### src/rtl/fifo_line_reader_pkg.sv
// Shared definitions for the line reader: FSM state encoding, default
// geometry, and a counter-width helper.
package fifo_line_reader_pkg;

  typedef enum logic [1:0] {
    IDLE,
    PRIME,
    STREAM,
    DRAIN
  } state_t;

  localparam int unsigned DEF_DW     = 24;
  localparam int unsigned DEF_LINE_W = 1920;
  localparam int unsigned DEF_LINES  = 1080;

  // A count of one still needs a one-bit register, so the width never drops to zero.
  function automatic int unsigned cnt_width(input int unsigned n);
    return (n > 1) ? $clog2(n) : 1;
  endfunction

endpackage

### src/rtl/fifo_line_reader.sv
// Streams whole lines from a show-ahead FIFO into a valid/ready pixel
// stream. Each pixel is tagged with start-of-line, end-of-line and end-of-frame.
module fifo_line_reader
  import fifo_line_reader_pkg::*;
#(
  parameter int unsigned DW     = DEF_DW,
  parameter int unsigned LINE_W = DEF_LINE_W,
  parameter int unsigned LINES  = DEF_LINES
) (
  input  logic          clk,
  input  logic          rst_n,
  input  logic          start,
  output logic          fifo_re,
  input  logic [DW-1:0] fifo_dout,
  input  logic          fifo_valid,
  input  logic          fifo_afull,
  output logic [DW-1:0] out_data,
  output logic          out_valid,
  input  logic          out_ready,
  output logic          out_sol,
  output logic          out_eol,
  output logic          out_eof,
  output logic          busy,
  output logic          underrun
);

  localparam int unsigned CW = cnt_width(LINE_W);
  localparam int unsigned LW = cnt_width(LINES);
  localparam logic [CW-1:0] COL_LAST  = CW'(LINE_W - 1);
  localparam logic [LW-1:0] LINE_LAST = LW'(LINES - 1);

  state_t        state, state_nxt;
  logic [CW-1:0] col;
  logic [LW-1:0] line;
  logic          xfer;
  logic          col_last;
  logic          line_last;
  logic          drain_done;

  always_comb begin
    xfer       = (state == STREAM) && fifo_valid && (!out_valid || out_ready);
    col_last   = (col == COL_LAST);
    line_last  = (line == LINE_LAST);
    drain_done = !out_valid || out_ready;
    fifo_re    = xfer;
    busy       = (state != IDLE);
  end

  always_comb begin
    state_nxt = state;
    unique case (state)
      IDLE:   if (start) state_nxt = PRIME;
      PRIME:  if (fifo_afull) state_nxt = STREAM;
      STREAM: if (xfer && col_last) state_nxt = line_last ? DRAIN : PRIME;
      DRAIN:  if (drain_done) state_nxt = IDLE;
      default: state_nxt = IDLE;
    endcase
  end

  always_ff @(posedge clk or negedge rst_n) begin
    if (!rst_n) state <= IDLE;
    else        state <= state_nxt;
  end

  always_ff @(posedge clk or negedge rst_n) begin
    if (!rst_n) begin
      col  <= '0;
      line <= '0;
    end else begin
      if (xfer) col <= col_last ? '0 : col + CW'(1);
      if (state == DRAIN && drain_done)       line <= '0;
      else if (xfer && col_last && !line_last) line <= line + LW'(1);
    end
  end

  // Markers travel with the data word, so a stalled beat keeps its tags.
  always_ff @(posedge clk or negedge rst_n) begin
    if (!rst_n) begin
      out_data  <= '0;
      out_valid <= 1'b0;
      out_sol   <= 1'b0;
      out_eol   <= 1'b0;
      out_eof   <= 1'b0;
    end else if (xfer) begin
      out_data  <= fifo_dout;
      out_valid <= 1'b1;
      out_sol   <= (col == '0);
      out_eol   <= col_last;
      out_eof   <= col_last && line_last;
    end else if (out_valid && out_ready) begin
      out_valid <= 1'b0;
    end
  end

  always_ff @(posedge clk or negedge rst_n) begin
    if (!rst_n) underrun <= 1'b0;
    else if (state == STREAM && col != '0 && !fifo_valid) underrun <= 1'b1;
  end

endmodule

### config.mk
export PLATFORM = sky130hd
export DESIGN_NAME = fifo_line_reader
export DESIGN_NICKNAME = d
export VERILOG_FILES = /design/src/rtl/fifo_line_reader_pkg.sv /design/src/rtl/fifo_line_reader.sv
export SDC_FILE = /design/constraint.sdc
export NUM_CORES = 1
export LEC_CHECK = 0
export ABC_AREA = 1
export BUFFER_PORTS_ARGS = -buffer_cell sky130_fd_sc_hd__buf_2
export CAP_MARGIN = 25
export CORE_MARGIN = 2
export CORE_UTILIZATION = 55
export CTS_CLUSTER_DIAMETER = 80
export DETAILED_ROUTE_END_ITERATION = 10
export PLACE_DENSITY = 0.81
export REMOVE_ABC_BUFFERS = 1
export SYNTH_ARGS = -nofsm -noshare
export SYNTH_HDL_FRONTEND = slang
export SYNTH_SLANG_ARGS = --single-unit
### constraint.sdc
create_clock -name clk -period 3 [get_ports clk]
set_clock_uncertainty 0.05 [all_clocks]
set_input_delay 0.45 -clock clk [delete_from_list [all_inputs] [get_ports clk]]
set_output_delay 0.45 -clock clk [all_outputs]
set_load 0.01 [all_outputs]
==> results of run 1 <==
-- Yosys cell counts (5+ instances only) --
library cell and number:
nand2_1 141, xor2_1 6, inv_1 22, nor2_2 5, inv_2 5, nor3_1 6
nand3_1 35, nand4_1 8, buf_2 7, o21ai_0 5, dfrtp_1 53, nor2_1 30
-- critical path, cell delays in order, from the launching register on --
cell and delay [ps]:
dfrtp_1 430, inv_2 130, nand3_1 120, nor2_2 350
buf_2 220
-- flip-flops by register name, summed over array words and instances, names as in the netlist --
| register | cells |
|---|---|
| col | 11 |
| line | 11 |
| out_data | 24 |
| out_eof | 1 |
| out_eol | 1 |
| out_sol | 1 |
| out_valid | 1 |
| state | 2 |
| underrun | 1 |
-- per-stage QoR --
step | hold WS (ps) | utilization [%] | instance area (sq um) | power (mW)
2_1_floorplan | 104.4 | - | 2594 | 1.639
3_3_place_gp | 386.9 | 63.60 | 2984 | 1.951
3_5_place_dp | 389.2 | 63.60 | 2984 | 1.976
4_1_cts | 56.70 | 65.47 | 3072 | 2.378
5_1_grt | 69.61 | 65.47 | 3072 | 2.544
6_report | 43.04 | 65.47 | 3072 | 2.366
-- worst min-delay path by stage --
stage,cells after the start,end,slack (ps)
4_1_cts,1,out_data[5]$_DFFE_PN0N_,60
6_report,1,out_data[5]$_DFFE_PN0N_,40
3_3_place_gp,1,out_data[22]$_DFFE_PN0N_,390
3_5_place_dp,1,out_data[4]$_DFFE_PN0N_,390
5_1_grt,1,out_data[4]$_DFFE_PN0N_,70
2_1_floorplan,0,col[0]$_DFFE_PN0N_,100
-- cell usage in the layout (no fill, tap or decap), types with 4 or more instances in the layout --
master      n
buf_2      60
nor3_1      6
nor2_2      5
dfrtp_1    53
nor2_1     30
o21ai_1     4
a21oi_1     4
inv_2       5
inv_1      22
nand4_1     8
xor2_1      6
clkbuf_8    5
o21ai_0     5
nand3_1    35
nand2_1   141
-- per-layer routing --
layer | global-route usage, % | wire [um] | part of all wire [%]
met1 | 32.28 | 2660 | 47
met2 | 34.42 | 2508 | 44
met3 | 6.310 | 438 | 7.8
met4 | 6.465 | 29 | 0.51
met5 | 0 | 0 | 0
-- where the power goes --
part / internal [mW] / switching, mW / total (mW)
clock network: 0.165 / 0.235 / 0.400
logic: 0.313 / 0.539 / 0.852
registers: 0.938 / 0.177 / 1.11
-- kinds of logic (layout without fill, tap and decap cells) --
logic type,after synthesis,count (layout)
buffers and inverters,37,98
adder cells (fa/ha/maj),3,3
AO/OA/AOI/OAI,17,17
AND/OR/NAND/NOR,230,230
XOR/XNOR,6,6
flip-flops,53,53
-- final cells by class --
class                   count  area, sq um  share of cell area (%)
clock buffers               6        72.57                   2.363
clock inverters             2        15.01                  0.4888
inverters                  27        101.3                   3.299
multi-input cells         256         1166                   37.96
flip-flops and latches     53         1326                   43.18
well taps                  54        67.56                   2.200
repair buffers             63        322.8                   10.51
==> flow_metrics.py, run 1 <==
metrics = {
    "run_status": {
        "outcome": "complete, no violations",
    },
    "place": {
        "port_buffers": 60,
        "placedCellCount": 453,
        "hpwl_mm": 4.064,
        "gp_congestion": 0.9546,
        "place_ws_ps": 1087,
    },
    "die": {
        "die_w_um": 73.48,
        "io_pins": 61,
        "core_sq_um": 4692,
        "fp.dieH_um": 73.48,
        "num_rows": 25,
        "start_util_pct": 56.59,
        "dieArea_sq_um": 5399,
    },
    "synth": {
        "ys_seq_area_share_pct": 49.95,
        "synth_edf_count": 0,
        "synth_top_area_cell": "dfrtp_1",
        "synth_compound_area_share_pct": 3.534,
        "yosys.area_share.adder_pct": 1.414,
        "synth.avg_cell_area_sq_um": 7.674,
        "synth_cells": 346,
        "yosys_warnings": 0,
        "ys_ff_latch": 53,
        "async_flop_share_pct": 100.0,
        "post_synth_main_area_contributors": "dfrtp_1 50%, nand2_1 20%, nand3_1 6.6%",
        "ys_types": 25,
        "synth_ff_type": "dfrtp_1",
        "synth_top_family_by_area": "simple AND/OR/NAND/NOR gates",
        "synthMuxAreaShare_pct": 0,
        "synth_xor_area_share_pct": 1.979,
        "syn_area_sq_um": 2655,
        "synthSimpleGateAreaFrac_pct": 36.99,
        "yosys.area.top_type_share_pct": 49.95,
    },
    "clock_network": {
        "clkLatencyLatePin_ps": 310,
        "hold_buffers": 0,
        "cts_buffers": 5,
        "htreeDepth": 2,
        "post_cts_buffers": 0,
        "cts_resized": 0,
        "cts_tree": "yes",
        "clockBufferDepth": 2,
        "clk_pin_slew_worst_paths_ps": 100,
        "cts_root_buf": "clkbuf_8",
        "cts.sinks": 53,
    },
    "worst_setup_path": {
        "reg2regPathDepth": 8,
        "crit_fanout": 7,
        "worstSetupEndpointType": "output port",
        "crit_arrival_ps": 1540,
        "r2r_end": "line[10]$_DFFE_PN0P_",
        "r2r_slack_ps": 1110,
        "cp-endpoint": "fifo_re",
        "path_class": "register to output port",
        "r2r-start": "line[0]$_DFFE_PN0P_",
        "cp-start-kind": "register",
        "startpoint": "state[0]$_DFFE_PN0P_",
        "crit_required_ps": 2500,
    },
    "timing": {
        "slew_headroom_pct": 67.82,
        "report.final.slew_viol_count": 0,
        "tns_ps": 0,
        "fmax_mhz": 489.2,
        "tightest_slew_ps": 482.8,
        "layout_setup_ws_ps": 956.0,
        "post-route-period-util_pct": 68.13,
        "rsz0062_at_grt": "no",
        "min_period_ps": 2044,
        "finalSetupViolCount": 0,
        "hold_violations": 0,
    },
    "drt": {
        "wl_per_cell_um": 12.23,
        "postRouteAntennaNets": 0,
        "dr.pass1.iters": 4,
        "drcViolationCount": 0,
        "routed_wl_mm": 5.636,
        "vias": 2375,
        "drt_iter0_drc": 115,
        "vias_per_cell": 5.152,
    },
    "layout": {
        "fillers": 378,
        "nNetsFinal": 439,
        "final_layout_size_suffix_gt1_share_pct": 20.88,
        "instances_no_fill": 461,
        "synthToLayoutAreaGrowth_pct": 15.69,
        "diodes": 0,
    },
    "pwr": {
        "vdd_drop_max_v": 0.0005581,
        "p_per_area_nw_per_um2": 770.3,
        "power_leakage_nw": 1.726,
    },
    "global_routing": {
        "antenna_found_initial": 0,
        "grt_use_total_pct": 22.75,
        "globalRoute.totalOverflow": 0,
        "grt_max_degree": 33,
        "grt_first_pass_wirelength_mm": 9.604,
        "grt_pass1_vias": 2191,
    },
    "flow_run": {
        "maxCapViolCount": 0,
    },
    "worst_hold_path": {
        "hold_path_class": "input port to asynchronous set/reset pin",
    },
}
Note: power is estimated with default switching activity, not from simulation.
==> run 2: changes to the inputs <==
--- a/config.mk
+++ b/config.mk
@@ -9,10 +9,10 @@
 export BUFFER_PORTS_ARGS = -buffer_cell sky130_fd_sc_hd__buf_2
 export CAP_MARGIN = 25
 export CORE_MARGIN = 2
-export CORE_UTILIZATION = 55
+export CORE_UTILIZATION = 48
 export CTS_CLUSTER_DIAMETER = 80
 export DETAILED_ROUTE_END_ITERATION = 10
-export PLACE_DENSITY = 0.81
+export PLACE_DENSITY = 0.75
 export REMOVE_ABC_BUFFERS = 1
 export SYNTH_ARGS = -nofsm -noshare
 export SYNTH_HDL_FRONTEND = slang
==> constraint.sdc (replaced) <==
create_clock -name clk -period 1.78 [get_ports clk]
set_clock_uncertainty 0.05 [all_clocks]
set_input_delay 0.267 -clock clk [delete_from_list [all_inputs] [get_ports clk]]
set_output_delay 0.267 -clock clk [all_outputs]
set_load 0.01 [all_outputs]
==> flow_metrics.py, run 2 (same netlist as run 1, synthesis figures left out) <==
metrics = {
    "worst_setup_path": {
        "worstSetupEndpointType": "output port",
        "path_cells": "inv_2, nand3_2, nor2_4, buf_4, buf_2",
        "cp-endpoint": "fifo_re",
        "critPathTopFamily": "buffers and inverters",
        "path_buf_inv": 3,
        "crit_arrival_ps": 1360,
        "cp.depth": 5,
        "crit_fanout": 8,
        "crit_path_top_delay_cell": "dfrtp_1",
        "r2r_end": "line[0]$_DFFE_PN0P_",
        "path_class": "register to output port",
        "slowest_delay_ps": 390,
        "r2r-start": "col[0]$_DFFE_PN0N_",
        "r2r_slack_ps": 170,
        "cp-start-kind": "register",
        "crit_required_ps": 1460,
        "reg2regPathDepth": 9,
        "startpoint": "state[0]$_DFFE_PN0P_",
    },
    "drt": {
        "wl_per_cell_um": 12.07,
        "routed_wl_mm": 5.912,
        "dr.pass1.iters": 4,
        "vias": 2462,
        "postRouteAntennaNets": 0,
        "drt_iter0_drc": 193,
        "drcViolationCount": 0,
        "vias_per_cell": 5.024,
    },
    "timing": {
        "fmax_mhz": 596.7,
        "report.final.slew_viol_count": 0,
        "slew_headroom_pct": 66.12,
        "rsz0062_at_grt": "no",
        "tightest_slew_ps": 508.3,
        "finalSetupViolCount": 0,
        "worst_hold_slack_ps": 102.1,
        "hold_violations": 0,
        "layout_setup_ws_ps": 104.1,
        "tns_ps": 0,
        "min_period_ps": 1676,
        "post-route-period-util_pct": 94.15,
    },
    "layout": {
        "final_cell_mix": "141 x nand2_1, 60 x buf_2, 53 x dfrtp_1, 34 x nand3_1, 30 x nor2_1",
        "fillers": 501,
        "final_common_cell": "nand2_1",
        "synthToLayoutAreaGrowth_pct": 21.35,
        "regMostFlops": "out_data",
        "register_area_sq_um": 1326,
        "diodes": 0,
        "top_regs": "out_data (24), col (11), line (11)",
        "final_layout_size_suffix_gt1_share_pct": 23.44,
        "nNetsFinal": 451,
        "largest_reg_flops": 24,
        "instances_no_fill": 490,
        "multiInputGateArea_sq_um": 1186,
    },
    "flow_run": {
        "maxCapViolCount": 0,
    },
    "global_routing": {
        "grt_use_total_pct": 20.99,
        "antenna_found_initial": 0,
        "globalRoute.totalOverflow": 0,
        "grt_first_pass_wirelength_mm": 10.31,
        "grt_max_degree": 33,
        "grt_pass1_vias": 2386,
    },
    "worst_hold_path": {
        "hold_path_class": "input port to register",
    },
    "die": {
        "num_rows": 27,
        "die_w_um": 78.38,
        "start_util_pct": 48.82,
        "core_sq_um": 5439,
        "io_pins": 61,
        "fp.dieH_um": 78.38,
        "dieArea_sq_um": 6143,
    },
    "clock_network": {
        "clockBufferDepth": 2,
        "cts_tree": "yes",
        "cts_root_buf": "clkbuf_8",
        "clkLatencyLatePin_ps": 300,
        "cts.sinks": 53,
        "htreeDepth": 2,
        "cts_buffers": 5,
        "clk_pin_slew_worst_paths_ps": 90,
    },
    "place": {
        "place_ws_ps": 56.52,
        "placedCellCount": 477,
        "gp_congestion": 0.8696,
        "port_buffers": 60,
        "hpwl_mm": 4.279,
    },
    "pwr": {
        "power_leakage_nw": 1.795,
        "p_total_mw": 4.097,
        "vdd_drop_max_v": 0.0008013,
        "p_per_area_nw_per_um2": 1272,
    },
    "run_status": {
        "outcome": "complete, no violations",
    },
}
run 2: cell types whose count changed in the layout (fill, tap and decap cells not counted), sizes merged:
cell	delta
buf	+11
clkinvlp	-1
dlygate4sd3	+1
run 2: worst min-delay path by stage:
stage                  startpoint                        to  slack, ps  cells after the start
floorplan                   rst_n        col[0]$_DFFE_PN0N_        -80                      0
global placement            rst_n   out_data[4]$_DFFE_PN0N_        210                      1
detailed placement          rst_n   out_data[4]$_DFFE_PN0N_        210                      1
CTS                  fifo_dout[2]   out_data[2]$_DFFE_PN0N_         90                      3
global route        fifo_dout[13]  out_data[13]$_DFFE_PN0N_        100                      3
finish               fifo_dout[4]   out_data[4]$_DFFE_PN0N_        100                      3
run 2: report_power, final:
group	leakage, nW	switching [mW]	internal, mW
registers	0.673	0.261	1.58
clock network	0.0433	0.385	0.308
logic	1.08	0.959	0.603
total	1.79	1.61	2.49
run 2: layout make-up:
class	count	area share [%]
Inverter	27	3.146
Tap cell	72	2.796
Multi-Input combinational cell	256	36.82
Timing Repair Buffer	75	13.28
Clock inverter	1	0.2330
Sequential cell	53	41.16
Clock buffer	6	2.563
run 2: timing repair:
| item | CTS | global route |
|---|---|---|
| pin swaps | 1 | 1 |
| setup buffers | 2 | 3 |
| setup endpoints to repair | 1 | 10 |
| hold endpoints to repair | 21 | 0 |
| hold buffers | 1 | 0 |
| resized for setup | 1 | 3 |
run 2: per-stage QoR:
| step | area [sq um] | utilization, % |
|---|---|---|
| finish | 3222 | 59.24 |
| global placement | 3064 | 56.34 |
| detailed placement | 3064 | 56.34 |
| CTS | 3184 | 58.55 |
| floorplan | 2594 | - |
| global route | 3222 | 59.24 |
run 2: tightest hold or removal path: stages:
cell and delay (ps):
buf_2 70, nand2_1 40, nand2_1 40
run 2: per-layer routing:
layer  routed length (um)  global-route usage, %
met5                    0                      0
met4                   80                  7.895
met3                  304                  3.678
met2                 2689                  32.50
met1                 2837                  29.67
==> run 3: changes to the inputs <==
--- a/config.mk
+++ b/config.mk
@@ -9,10 +9,11 @@
 export BUFFER_PORTS_ARGS = -buffer_cell sky130_fd_sc_hd__buf_2
 export CAP_MARGIN = 25
 export CORE_MARGIN = 2
-export CORE_UTILIZATION = 48
+export CORE_UTILIZATION = 50
+export CTS_BUF_LIST = sky130_fd_sc_hd__clkbuf_4
 export CTS_CLUSTER_DIAMETER = 80
 export DETAILED_ROUTE_END_ITERATION = 10
-export PLACE_DENSITY = 0.75
+export PLACE_DENSITY = 0.78
 export REMOVE_ABC_BUFFERS = 1
 export SYNTH_ARGS = -nofsm -noshare
 export SYNTH_HDL_FRONTEND = slang
==> flow_metrics.py, run 3 (same netlist as run 1, synthesis figures left out) <==
metrics = {
    "pwr": {
        "power_frac_seq_pct": 45.4,
        "power_leakage_nw": 1.844,
        "clockPowerShare_pct": 14.1,
        "power_switching_mw": 1.680,
        "p_total_mw": 4.077,
        "netSwitchingFraction_pct": 41.20,
        "vdd_drop_max_v": 0.0007680,
        "p_int_mw": 2.397,
        "pwr-share-comb_pct": 40.5,
        "p_per_area_nw_per_um2": 1227,
    },
    "die": {
        "io_pins": 61,
        "num_rows": 26,
        "start_util_pct": 51.98,
        "die_w_um": 76.87,
        "dieArea_sq_um": 5909,
        "core_sq_um": 5107,
        "fp.dieH_um": 76.87,
    },
    "layout": {
        "nNetsFinal": 463,
        "finalCoreUtilization_pct": 65.04,
        "final_cell_mix": "141 x nand2_1, 60 x buf_2, 53 x dfrtp_1, 34 x nand3_1, 30 x nor2_1",
        "diodes": 0,
        "final_layout_size_suffix_gt1_share_pct": 22.97,
        "largest_reg_flops": 24,
        "regMostFlops": "out_data",
        "instances_no_fill": 501,
        "final_common_cell": "nand2_1",
        "synthToLayoutAreaGrowth_pct": 25.12,
        "top_regs": "out_data (24), col (11), line (11)",
        "fillers": 447,
        "fin_area_sq_um": 3322,
    },
    "clock_network": {
        "htreeDepth": 2,
        "cts_root_buf": "clkbuf_4",
        "cts.sinks": 53,
        "clk_pin_slew_worst_paths_ps": 170,
        "cts_buffers": 5,
        "clkLatencyLatePin_ps": 390,
        "clockBufferDepth": 2,
        "cts_tree": "yes",
    },
    "place": {
        "placedCellCount": 476,
        "placed_area_sq_um": 3069,
        "gp_congestion": 0.9490,
        "port_buffers": 60,
        "hpwl_mm": 4.327,
        "place_ws_ps": 72.65,
    },
    "worst_setup_path": {
        "path_class": "register to output port",
        "crit_arrival_ps": 1380,
        "crit_fanout": 4,
        "r2r-start": "col[0]$_DFFE_PN0N_",
        "worstSetupEndpointType": "output port",
        "reg2regPathDepth": 9,
        "r2r_slack_ps": 130,
        "crit_required_ps": 1460,
        "cp-start-kind": "register",
        "r2r_end": "line[0]$_DFFE_PN0P_",
    },
    "timing": {
        "finalSetupViolCount": 0,
        "worst_hold_slack_ps": 14.00,
        "slew_headroom_pct": 68.76,
        "post-route-period-util_pct": 95.42,
        "rsz0062_at_grt": "no",
        "fmax_mhz": 588.8,
        "layout_setup_ws_ps": 81.57,
        "tightest_slew_ps": 468.5,
        "hold_violations": 0,
        "min_period_ps": 1698,
        "report.final.slew_viol_count": 0,
        "tns_ps": 0,
    },
    "drt": {
        "dr.pass1.iters": 4,
        "postRouteAntennaNets": 0,
        "drt_iter0_drc": 211,
        "routed_wl_mm": 6.100,
        "vias": 2514,
        "wl_per_cell_um": 12.18,
        "drcViolationCount": 0,
        "vias_per_cell": 5.018,
    },
    "worst_hold_path": {
        "holdPathStages": 3,
        "hold_path_class": "input port to register",
        "hold_path_end": "out_data[2]$_DFFE_PN0N_",
        "hold_start": "fifo_dout[2]",
    },
    "global_routing": {
        "gr-usage-met1_pct": 31.28,
        "grt_use_total_pct": 22.85,
        "grt_max_degree": 29,
        "globalRoute.totalOverflow": 0,
        "grt_pass1_vias": 2556,
        "grtUsageMet3_pct": 5.647,
        "antenna_found_initial": 0,
        "met2_usage_pct": 36.14,
        "grt_first_pass_wirelength_mm": 11.11,
        "top_usage_layer": "met2",
    },
    "flow_run": {
        "maxCapViolCount": 0,
    },
    "run_status": {
        "outcome": "complete, no violations",
    },
}
run 3: changes by cell type in the layout (fill, tap and decap cells not counted), moves of 2 or more:
cell,before,now
clkbuf_4,0,5
clkinv_4,0,2
dlygate4sd3_1,1,12
clkbuf_8,6,0
run 3: final cells by class:
class | count | area, sq um | share of cell area [%]
clock inverters | 3 | 26.28 | 0.7910
flip-flops and latches | 53 | 1326 | 39.92
multi-input cells | 256 | 1194 | 35.93
inverters | 27 | 101.3 | 3.051
clock buffers | 5 | 37.54 | 1.130
well taps | 70 | 87.58 | 2.637
repair buffers | 87 | 549.3 | 16.53
run 3: power groups by stage:
stage	clock network [mW]	registers, mW	logic [mW]
after global placement	0	1.86	1.47
after CTS	0.599	1.85	1.62
after global routing	0.647	1.90	1.89
after detailed placement	0	1.86	1.53
after floorplan	0	1.96	0.799
final	0.574	1.85	1.65
run 3: worst max path at each step:
stage / cells past startpoint / start / endpoint
2_1_floorplan: 7 / state[0]$_DFFE_PN0P_ / line[2]$_DFFE_PN0P_
4_1_cts: 9 / col[0]$_DFFE_PN0N_ / line[0]$_DFFE_PN0P_
3_3_place_gp: 9 / col[0]$_DFFE_PN0N_ / line[0]$_DFFE_PN0P_
6_report: 5 / out_valid$_DFFE_PN0P_ / fifo_re
5_1_grt: 5 / state[0]$_DFFE_PN0P_ / out_sol$_DFFE_PN0N_
3_5_place_dp: 9 / col[0]$_DFFE_PN0N_ / line[0]$_DFFE_PN0P_
run 3: worst max-delay path, stage by stage (launching register included):
cell	delay [ps]
dfrtp_1	410
nand2_1	140
inv_2	80
nor2_4	120
buf_6	120
buf_2	120
run 3: layer usage:
| layer | part of all wire (%) | wire length, um |
|---|---|---|
| met1 | 45 | 2766 |
| met3 | 6.7 | 407 |
| met2 | 47 | 2883 |
| met4 | 0.70 | 43 |
| met5 | 0 | 0 |
run 3: timing repair:
action                     CTS  global route
buffers inserted             4             1
gates resized for setup      3             3
setup endpoints to repair    1            11
hold endpoints to repair    29             1
pin swaps                    1             0
hold buffers                11             1
